[src/rtl/wb_dual_master_arbiter_pkg.sv]
// Shared definitions for the two-master Wishbone arbiter: bus type codes,
// arbiter state encoding and default timeout sizing.
package wb_dual_master_arbiter_pkg;

   localparam logic [2:0] CTI_CLASSIC = 3'b000;
   localparam logic [2:0] CTI_CONST   = 3'b001;
   localparam logic [2:0] CTI_INCR    = 3'b010;
   localparam logic [2:0] CTI_EOB     = 3'b111;

   localparam logic [1:0] BTE_LINEAR  = 2'b00;
   localparam logic [1:0] BTE_WRAP4   = 2'b01;
   localparam logic [1:0] BTE_WRAP8   = 2'b10;
   localparam logic [1:0] BTE_WRAP16  = 2'b11;

   localparam int DEFAULT_TIMEOUT = 255;
   localparam int DEFAULT_TO_W    = 8;

   typedef enum logic [1:0] {
      ST_IDLE = 2'b00,
      ST_OWN0 = 2'b01,
      ST_OWN1 = 2'b10
   } arb_state_e;

   function automatic arb_state_e own_state(input logic idx);
      return idx ? ST_OWN1 : ST_OWN0;
   endfunction

endpackage

[src/rtl/wb_dual_master_arbiter_if.sv]
// Bus bundle for the arbiter: packed two-master Wishbone side plus the
// single downstream slave port.
interface wb_dual_master_arbiter_if #(
   parameter int AW = 32,
   parameter int DW = 32
);
   logic [1:0]          m_cyc_i;
   logic [1:0]          m_stb_i;
   logic [1:0]          m_we_i;
   logic [2*AW-1:0]     m_adr_i;
   logic [2*DW/8-1:0]   m_sel_i;
   logic [2*DW-1:0]     m_dat_i;
   logic [5:0]          m_cti_i;
   logic [3:0]          m_bte_i;
   logic [1:0]          m_ack_o;
   logic [1:0]          m_err_o;
   logic [1:0]          m_rty_o;
   logic [2*DW-1:0]     m_dat_o;

   logic                s_cyc_o;
   logic                s_stb_o;
   logic                s_we_o;
   logic [AW-1:0]       s_adr_o;
   logic [DW/8-1:0]     s_sel_o;
   logic [DW-1:0]       s_dat_o;
   logic [2:0]          s_cti_o;
   logic [1:0]          s_bte_o;
   logic                s_ack_i;
   logic                s_err_i;
   logic                s_rty_i;
   logic [DW-1:0]       s_dat_i;

   // The arbiter is the bus master toward memory.
   modport master (
      input  m_cyc_i, m_stb_i, m_we_i, m_adr_i, m_sel_i, m_dat_i, m_cti_i, m_bte_i,
      output m_ack_o, m_err_o, m_rty_o, m_dat_o,
      output s_cyc_o, s_stb_o, s_we_o, s_adr_o, s_sel_o, s_dat_o, s_cti_o, s_bte_o,
      input  s_ack_i, s_err_i, s_rty_i, s_dat_i
   );

   modport slave (
      output m_cyc_i, m_stb_i, m_we_i, m_adr_i, m_sel_i, m_dat_i, m_cti_i, m_bte_i,
      input  m_ack_o, m_err_o, m_rty_o, m_dat_o,
      input  s_cyc_o, s_stb_o, s_we_o, s_adr_o, s_sel_o, s_dat_o, s_cti_o, s_bte_o,
      output s_ack_i, s_err_i, s_rty_i, s_dat_i
   );

endinterface

[src/rtl/wb_dual_master_arbiter_timeout.sv]
// Watchdog for an unanswered strobe: counts stalled strobe cycles and fires
// once the owner has waited TIMEOUT cycles without any slave response.
module wb_timeout_counter #(
   parameter int TIMEOUT = 255,
   parameter int TO_W    = 8
) (
   input  logic clk,
   input  logic rst,
   input  logic stb_req,
   input  logic resp,
   input  logic clear,
   output logic to_fire
);

   logic [TO_W-1:0] count_reg;
   logic [TO_W-1:0] count_next;

   // A response in the final cycle still wins over the forced error.
   assign to_fire = stb_req & ~resp & (count_reg == TO_W'(TIMEOUT - 1));

   always_comb begin
      count_next = count_reg;
      if (clear || resp || to_fire) begin
         count_next = '0;
      end else if (stb_req) begin
         count_next = count_reg + TO_W'(1);
      end
   end

   always_ff @(posedge clk) begin
      if (rst) begin
         count_reg <= '0;
      end else begin
         count_reg <= count_next;
      end
   end

endmodule

[src/rtl/wb_dual_master_arbiter.sv]
// Two-master Wishbone arbiter: grants a whole cyc to one master, alternates
// under contention and forces a bus error on a stalled strobe.
module wb_dual_master_arbiter
   import wb_dual_master_arbiter_pkg::*;
#(
   parameter int AW      = 32,
   parameter int DW      = 32,
   parameter int TIMEOUT = DEFAULT_TIMEOUT,
   parameter int TO_W    = DEFAULT_TO_W
) (
   input  logic                        clk,
   input  logic                        rst,
   wb_dual_master_arbiter_if.master    bus,
   output logic [1:0]                  grant_o,
   output logic                        timeout_o
);

   arb_state_e state_reg, state_next;
   logic       last_owner_reg, last_owner_next;
   logic       own_idx;
   logic       active;
   logic       stb_req;
   logic       resp;
   logic       to_clear;
   logic       to_fire;

   logic [AW-1:0]   adr_arr [2];
   logic [DW/8-1:0] sel_arr [2];
   logic [DW-1:0]   dat_arr [2];
   logic [2:0]      cti_arr [2];
   logic [1:0]      bte_arr [2];

   genvar gi;
   generate
      for (gi = 0; gi < 2; gi++) begin : g_unpack
         assign adr_arr[gi] = bus.m_adr_i[gi*AW +: AW];
         assign sel_arr[gi] = bus.m_sel_i[gi*(DW/8) +: DW/8];
         assign dat_arr[gi] = bus.m_dat_i[gi*DW +: DW];
         assign cti_arr[gi] = bus.m_cti_i[gi*3 +: 3];
         assign bte_arr[gi] = bus.m_bte_i[gi*2 +: 2];
      end
   endgenerate

   assign own_idx = (state_reg == ST_OWN1);
   assign active  = (state_reg != ST_IDLE);

   always_comb begin
      state_next      = state_reg;
      last_owner_next = last_owner_reg;
      case (state_reg)
         ST_IDLE: begin
            if (bus.m_cyc_i[0] && bus.m_cyc_i[1]) begin
               state_next = own_state(~last_owner_reg);
            end else if (bus.m_cyc_i[0]) begin
               state_next = ST_OWN0;
            end else if (bus.m_cyc_i[1]) begin
               state_next = ST_OWN1;
            end
         end
         ST_OWN0, ST_OWN1: begin
            // Ownership ends only when cyc drops, so bursts stay intact.
            if (!bus.m_cyc_i[own_idx]) begin
               last_owner_next = own_idx;
               state_next      = bus.m_cyc_i[~own_idx] ? own_state(~own_idx) : ST_IDLE;
            end
         end
         default: state_next = ST_IDLE;
      endcase
   end

   always_ff @(posedge clk) begin
      if (rst) begin
         state_reg      <= ST_IDLE;
         last_owner_reg <= 1'b1;
      end else begin
         state_reg      <= state_next;
         last_owner_reg <= last_owner_next;
      end
   end

   assign stb_req  = active & bus.m_stb_i[own_idx] & bus.m_cyc_i[own_idx];
   assign resp     = active & (bus.s_ack_i | bus.s_err_i | bus.s_rty_i);
   assign to_clear = ~active | (state_next != state_reg);

   wb_timeout_counter #(
      .TIMEOUT (TIMEOUT),
      .TO_W    (TO_W)
   ) u_timeout (
      .clk     (clk),
      .rst     (rst),
      .stb_req (stb_req),
      .resp    (resp),
      .clear   (to_clear),
      .to_fire (to_fire)
   );

   always_comb begin
      grant_o = 2'b00;
      case (state_reg)
         ST_OWN0: grant_o = 2'b01;
         ST_OWN1: grant_o = 2'b10;
         default: grant_o = 2'b00;
      endcase
   end

   always_comb begin
      bus.s_cyc_o = 1'b0;
      bus.s_stb_o = 1'b0;
      bus.s_we_o  = 1'b0;
      bus.s_adr_o = '0;
      bus.s_sel_o = '0;
      bus.s_dat_o = '0;
      bus.s_cti_o = '0;
      bus.s_bte_o = '0;
      if (active) begin
         bus.s_cyc_o = bus.m_cyc_i[own_idx];
         bus.s_stb_o = stb_req & ~to_fire;
         bus.s_we_o  = bus.m_we_i[own_idx];
         bus.s_adr_o = adr_arr[own_idx];
         bus.s_sel_o = sel_arr[own_idx];
         bus.s_dat_o = dat_arr[own_idx];
         bus.s_cti_o = cti_arr[own_idx];
         bus.s_bte_o = bte_arr[own_idx];
      end
   end

   // grant_o is 00 in IDLE, which also drops any stray slave response.
   assign bus.m_ack_o = grant_o & {2{bus.s_ack_i}};
   assign bus.m_err_o = grant_o & {2{bus.s_err_i | to_fire}};
   assign bus.m_rty_o = grant_o & {2{bus.s_rty_i}};
   assign bus.m_dat_o = {bus.s_dat_i, bus.s_dat_i};
   assign timeout_o   = to_fire;

endmodule
[src/flat_wrapper.sv]
// flat-port wrapper written by rule: the top's interface ports become plain ports
module wb_dual_master_arbiter_flat import wb_dual_master_arbiter_pkg::*;
#(
   parameter int AW      = 32,
   parameter int DW      = 32,
   parameter int TIMEOUT = DEFAULT_TIMEOUT,
   parameter int TO_W    = DEFAULT_TO_W
)
  (clk, rst, grant_o, timeout_o, bus_m_cyc_i, bus_m_stb_i, bus_m_we_i, bus_m_adr_i, bus_m_sel_i, bus_m_dat_i, bus_m_cti_i, bus_m_bte_i, bus_m_ack_o, bus_m_err_o, bus_m_rty_o, bus_m_dat_o, bus_s_cyc_o, bus_s_stb_o, bus_s_we_o, bus_s_adr_o, bus_s_sel_o, bus_s_dat_o, bus_s_cti_o, bus_s_bte_o, bus_s_ack_i, bus_s_err_i, bus_s_rty_i, bus_s_dat_i);
  wb_dual_master_arbiter_if #(.AW(AW), .DW(DW)) bus_i ();
  input  logic clk;
  input  logic rst;
  output logic [1:0] grant_o;
  output logic timeout_o;
  input wire logic [$bits(bus_i.m_cyc_i)-1:0] bus_m_cyc_i;
  input wire logic [$bits(bus_i.m_stb_i)-1:0] bus_m_stb_i;
  input wire logic [$bits(bus_i.m_we_i)-1:0] bus_m_we_i;
  input wire logic [$bits(bus_i.m_adr_i)-1:0] bus_m_adr_i;
  input wire logic [$bits(bus_i.m_sel_i)-1:0] bus_m_sel_i;
  input wire logic [$bits(bus_i.m_dat_i)-1:0] bus_m_dat_i;
  input wire logic [$bits(bus_i.m_cti_i)-1:0] bus_m_cti_i;
  input wire logic [$bits(bus_i.m_bte_i)-1:0] bus_m_bte_i;
  output wire logic [$bits(bus_i.m_ack_o)-1:0] bus_m_ack_o;
  output wire logic [$bits(bus_i.m_err_o)-1:0] bus_m_err_o;
  output wire logic [$bits(bus_i.m_rty_o)-1:0] bus_m_rty_o;
  output wire logic [$bits(bus_i.m_dat_o)-1:0] bus_m_dat_o;
  output wire logic [$bits(bus_i.s_cyc_o)-1:0] bus_s_cyc_o;
  output wire logic [$bits(bus_i.s_stb_o)-1:0] bus_s_stb_o;
  output wire logic [$bits(bus_i.s_we_o)-1:0] bus_s_we_o;
  output wire logic [$bits(bus_i.s_adr_o)-1:0] bus_s_adr_o;
  output wire logic [$bits(bus_i.s_sel_o)-1:0] bus_s_sel_o;
  output wire logic [$bits(bus_i.s_dat_o)-1:0] bus_s_dat_o;
  output wire logic [$bits(bus_i.s_cti_o)-1:0] bus_s_cti_o;
  output wire logic [$bits(bus_i.s_bte_o)-1:0] bus_s_bte_o;
  input wire logic [$bits(bus_i.s_ack_i)-1:0] bus_s_ack_i;
  input wire logic [$bits(bus_i.s_err_i)-1:0] bus_s_err_i;
  input wire logic [$bits(bus_i.s_rty_i)-1:0] bus_s_rty_i;
  input wire logic [$bits(bus_i.s_dat_i)-1:0] bus_s_dat_i;
  assign bus_i.m_cyc_i = bus_m_cyc_i;
  assign bus_i.m_stb_i = bus_m_stb_i;
  assign bus_i.m_we_i = bus_m_we_i;
  assign bus_i.m_adr_i = bus_m_adr_i;
  assign bus_i.m_sel_i = bus_m_sel_i;
  assign bus_i.m_dat_i = bus_m_dat_i;
  assign bus_i.m_cti_i = bus_m_cti_i;
  assign bus_i.m_bte_i = bus_m_bte_i;
  assign bus_m_ack_o = bus_i.m_ack_o;
  assign bus_m_err_o = bus_i.m_err_o;
  assign bus_m_rty_o = bus_i.m_rty_o;
  assign bus_m_dat_o = bus_i.m_dat_o;
  assign bus_s_cyc_o = bus_i.s_cyc_o;
  assign bus_s_stb_o = bus_i.s_stb_o;
  assign bus_s_we_o = bus_i.s_we_o;
  assign bus_s_adr_o = bus_i.s_adr_o;
  assign bus_s_sel_o = bus_i.s_sel_o;
  assign bus_s_dat_o = bus_i.s_dat_o;
  assign bus_s_cti_o = bus_i.s_cti_o;
  assign bus_s_bte_o = bus_i.s_bte_o;
  assign bus_i.s_ack_i = bus_s_ack_i;
  assign bus_i.s_err_i = bus_s_err_i;
  assign bus_i.s_rty_i = bus_s_rty_i;
  assign bus_i.s_dat_i = bus_s_dat_i;
  wb_dual_master_arbiter #(.AW(AW), .DW(DW), .TIMEOUT(TIMEOUT), .TO_W(TO_W)) u_core (.clk(clk), .rst(rst), .bus(bus_i), .grant_o(grant_o), .timeout_o(timeout_o));
endmodule
[config.mk]
export PLATFORM = sky130hd
export DESIGN_NAME = wb_dual_master_arbiter_flat
export DESIGN_NICKNAME = d
export VERILOG_FILES = /design/src/rtl/wb_dual_master_arbiter_pkg.sv /design/src/rtl/wb_dual_master_arbiter_if.sv /design/src/rtl/wb_dual_master_arbiter_timeout.sv /design/src/rtl/wb_dual_master_arbiter.sv /design/src/flat_wrapper.sv
export SDC_FILE = /design/constraint.sdc
export NUM_CORES = 1
export LEC_CHECK = 0
export BUFFER_PORTS_ARGS = -buffer_cell sky130_fd_sc_hd__buf_2
export CAP_MARGIN = 20
export CORE_AREA = 5 5 128 130
export DETAILED_ROUTE_END_ITERATION = 16
export DIE_AREA = 0 0 133 135
export PLACE_DENSITY = 0.54
export RECOVER_POWER = 50
export SLEW_MARGIN = 20
export SYNTH_ARGS = -nofsm -noshare
export SYNTH_HDL_FRONTEND = slang
export SYNTH_SLANG_ARGS = --single-unit
export TNS_END_PERCENT = 100
[constraint.sdc]
create_clock -name clk -period 2.7 [get_ports clk]
set_clock_uncertainty 0.2 [all_clocks]
set_input_delay 0.81 -clock clk [delete_from_list [all_inputs] [get_ports clk]]
set_output_delay 0.81 -clock clk [all_outputs]
set_load 0.1 [all_outputs]
# After elaboration in Yosys (flattened, before gate mapping)
# Cells that the tools add are included.
# totals
register_bits	11
latchBits	0
ramBits	0
romBits	0
in_bits	189
mem_count	0
# op_classes
add_sub_neg	1
mul	0
div_mod_pow	0
order_cmp	3
n_eq_ne	4
n_shift	0
n_mux	40
n_bitwise	19
reduce_logical	8
# op_table
cell	n
$mux W32	8
$mux W2	11
$mux W4	4
$mux W3	4
$mux W1	11
$add A8 B1 Y8 const B	1
$eq A8 B8 Y1 const B	1
$pmux W2 S2	2
$and A1 B1 Y1	6
$and A2 B2 Y2	3
$not A1 Y1	5
$lt A1 B2 Y1 const B	2
$or A1 B1 Y1	4
$reduce_or A2 Y1	2
$eq A2 B1 Y1 const B	1
$eq A2 B2 Y1 const B	1
$ge A2 B2 Y1 const B	1
$logic_not A2 Y1	1
$logic_or A1 B1 Y1	2
$ne A2 B2 Y1	1
$not A1 Y2	1
$reduce_and A2 Y1	1
$reduce_bool A2 Y1	1
$logic_and A1 B1 Y1	1

# Depth between registers and ports, before layout
# logic_depth
word_depth	12
ltp_mapped	9
ltp_nobuf	7

# Cells and area by module
# Synthesis repeated with hierarchy kept, for this count alone.
# unflattened
cells_unflattened	325
hier_area_um2	2378.5
# by_module_without_submodules
mod	n_inst	cells_each	area_each_um2	seq_area_each_um2
wb_dual_master_arbiter	1	281	1984.4	60.1
wb_timeout_counter	1	44	394.1	160.2

# Least setup slack after synthesis
# No wires, ideal clock.
# synth_timing
path_kind	input to output
from	input port bus_m_cyc_i[0]
to	output port bus_m_err_o[0]
arrival_time_ns	3.535
required_ns	1.690
slack_ns	-1.845
cell_stages	6
n_path_buf	1
cell_sequence	buf_8 nand3b_1 a21oi_1 nor3b_4 nor2_1 nor2b_1
# synth_via
elab_chain_cells	7
# synth_rtl
item	line	source
from (decl)	flat_wrapper.sv:15	input wire logic [$bits(bus_i.m_cyc_i)-1:0] bus_m_cyc_i;
$mux W1 (not written as such) (2 in a row)	wb_dual_master_arbiter.sv:81	assign stb_req = active & bus.m_stb_i[own_idx] & bus.m_cyc_i[own_idx];
$and A1 B1 Y1	wb_dual_master_arbiter.sv:81	
$and A1 B1 Y1 (2 in a row)	wb_dual_master_arbiter_timeout.sv:19	assign to_fire = stb_req & ~resp & (count_reg == TO_W'(TIMEOUT - 1));
named net timeout_o	flat_wrapper.sv:14	output logic timeout_o;
$or A1 B1 Y1	wb_dual_master_arbiter.sv:129	assign bus.m_err_o = grant_o & {2{bus.s_err_i | to_fire}};
$and A2 B2 Y2	wb_dual_master_arbiter.sv:129	
to (decl)	flat_wrapper.sv:24	output wire logic [$bits(bus_i.m_err_o)-1:0] bus_m_err_o;
# The timed path passes the listed nets, and every way through them passes these cells. The select of a mux whose other input is x is not followed.

# Final worst setup path
# layout_timing
from	input port bus_s_rty_i
to	output port bus_m_err_o[1]
# layout_via
elab_chain_cells	7
# layout_rtl
item	line	source
from (decl)	flat_wrapper.sv:37	input wire logic [$bits(bus_i.s_rty_i)-1:0] bus_s_rty_i;
$or A1 B1 Y1	wb_dual_master_arbiter.sv:82	assign resp = active & (bus.s_ack_i | bus.s_err_i | bus.s_rty_i);
$and A1 B1 Y1	wb_dual_master_arbiter.sv:82	
$not A1 Y1	wb_dual_master_arbiter_timeout.sv:19	
$and A1 B1 Y1 (2 in a row)	wb_dual_master_arbiter_timeout.sv:19	
$or A1 B1 Y1	wb_dual_master_arbiter.sv:129	
$and A2 B2 Y2	wb_dual_master_arbiter.sv:129	
# Every way passes these cells.

==> flow_summary.json <==
{
  "violations": "setup timing",
  "clock_latency_ns": 0.23,
  "grt_max_degree": 26,
  "post-route-drc-count": 0,
  "power.density_nw_per_um2": 779,
  "cts_buffers": 3,
  "n_antenna_cell": 0,
  "nets": 731,
  "stdcell_count": 723,
  "initial_core_util": 0.164,
  "critPathKind": "in2out",
  "power.leakage_nw": 2.49,
  "ir_worst_vdd_uv": 494,
  "hp-class": "reg2reg",
  "area_growth_pct": 173,
  "synth_nets": 528,
  "wirelength_um": 12700,
  "critPathRequiredTime_ns": 1.69,
  "path_max_fanout": 2,
  "dpl_cell_area_um2": 5540,
  "clock-root-buffer": "clkbuf_16",
  "dr.pass1.iters": 4,
  "routedWlPerCell_um": 17.6,
  "grt_use_total": 0.127,
  "syn_area_um2": 2460,
  "yosysWarnings": 0,
  "cts.sinks": 11,
  "ys_types": 43,
  "dr_total_vias": 3034,
  "synth_seq_cells": 11,
  "period_needed_ns": 2.86,
  "grt_pass1_vias": 3151,
  "core-area_um2": 15000,
  "tritoncts": "built",
  "timing.hold.ws_ns": 0.361,
  "worstSetupStartpointType": "input pin",
  "postSynth.asyncResetShare": 0,
  "clk_pin_slew_worst_paths_ns": 0.04,
  "drt-vias-per-instance": 4.20,
  "place_hpwl_um": 9520,
  "ios": 338,
  "die_h_um": 135,
  "rows": 45,
  "slew_viol_final": 0,
  "gp_congestion": 0.737,
  "status": "complete, but fails checks",
  "io_buffers": 241,
  "setup-violations-final": 20,
  "grt_overflow": 0,
  "maxCapViolCount": 0,
  "tightest_slew_ns": 0.772,
  "grt_pass1_wl_um": 18400,
  "synth_enable_flop_cells": 0,
  "first_iter_violations": 42,
  "avgSynthCellArea_um2": 7.39,
  "rsz0062_at_grt": "yes",
  "arrival_ns": 1.85,
  "cts_max_path_buffers": 2,
  "postSynthCellCount": 333,
  "dieArea_um2": 18000,
  "dp_cells": 713,
  "fin_ws_ns": -0.156,
  "fin_crit_sh": 1.06,
  "finalHoldViolCount": 0,
  "endpoint_kind": "primary output",
  "grt_antenna_before_repair": 0,
  "antenna_left": 0,
  "stdcell_area_um2": 6720,
  "fmax_mhz": 350,
  "die-width_um": 133,
  "relSlewSlack": 0.482,
  "largest_reg_flops": 8,
  "htree_levels": 1,
  "drive_gt1_frac": 0.852,
  "final_common_cell": "buf_2",
  "ys_dominant_reg_cell": "dfxtp_1",
  "mostFrequentLayoutCells": "buf_2 (151), buf_12 (91), nor2_4 (76)",
  "yosysSeqAreaShare": 0.0894
}
==> worst max-delay path, stage by stage <==
cell	delay, ns
buf_6	0.10
nor3_4	0.22
nor2_4	0.07
nor3b_4	0.25
nor2_4	0.08
nor2b_4	0.13
buf_12	0.18
==> metrics by stage <==
step / setup TNS [ns] / total power, mW / util / setup WS, ns
2_1_floorplan: -6.91 / 3.46 / - / -0.996
3_3_place_gp: -0.802 / 4.41 / 0.368 / -0.296
4_1_cts: -1.23 / 5.11 / 0.421 / -0.176
6_report: -0.772 / 5.24 / 0.447 / -0.156
3_5_place_dp: -0.827 / 4.41 / 0.368 / -0.308
5_1_grt: -3.73 / 5.41 / 0.447 / -0.225
==> Yosys cell counts, drive strengths merged (2+ instances only) <==
cell type   n  area share
buf        76        0.23
nand3       3      0.0061
nor2       77        0.12
dfxtp      11       0.089
nand2b      4       0.010
mux2i      75        0.30
nor2b       2      0.0051
nand2       8       0.012
a21oi       6       0.012
xor2        6       0.021
clkbuf     11       0.021
o21ai       3      0.0061
nand4       3      0.0076
inv         6      0.0091
ha          6       0.030
and3        3      0.0076
nor3        9       0.018
and2        4       0.010
==> cells by family (layout without fill, tap and decap cells) <==
group           count (synthesis)  after routing  synth area share
fa+ha+maj                       6              6            0.0305
compound gates                 20             20            0.0625
mux                            76             76             0.309
flops                          11             11            0.0894
simple gates                  120            120             0.223
xor+xnor                        7              7            0.0249
buf+inv                        93            295             0.261
==> layout make-up <==
type	instances	area (um2)
sequential	11	223
multi-input combinational	229	3070
inverter	6	22.5
clock buffer	4	78.8
fill	1331	8310
timing repair buffer	285	3100
tap	188	235
==> per-layer routing <==
metal  vias to the layer above  GRT usage  routed length, um
met3                         8     0.0358               1150
met1                      1374      0.144               4470
li1                       1484          -                  -
met2                       168      0.245               7060
met5                         -          0                  0
met4                         0    0.00924                 59
==> final timing paths <==
| kind | slack (ns) | startpoint | end | cells after the start |
|---|---|---|---|---|
| max | -0.16 | bus_s_rty_i | bus_m_err_o[1] | 7 |
| min | 0.36 | u_core.last_owner_reg | u_core.last_owner_reg | 2 |
| max reg2reg | 0.20 | u_core.state_reg[0] | u_core.u_timeout.count_reg[3] | 10 |
| min reg2reg | 0.36 | u_core.last_owner_reg | u_core.last_owner_reg | 2 |
==> what timing repair did <==
action	CTS	global route
pin swaps	21	13
setup buffers	4	3
hold buffers	0	0
endpoints found under the setup margin	74	77
resized for setup	105	63
cloned	6	1
==> power breakdown <==
part | total (mW) | switching [mW] | internal (mW)
clock network | 0.266 | 0.0686 | 0.198
registers | 0.185 | 0.00992 | 0.175
logic | 4.79 | 2.93 | 1.85
total | 5.24 | 3.01 | 2.23
Power figures use the tool's default switching activity.
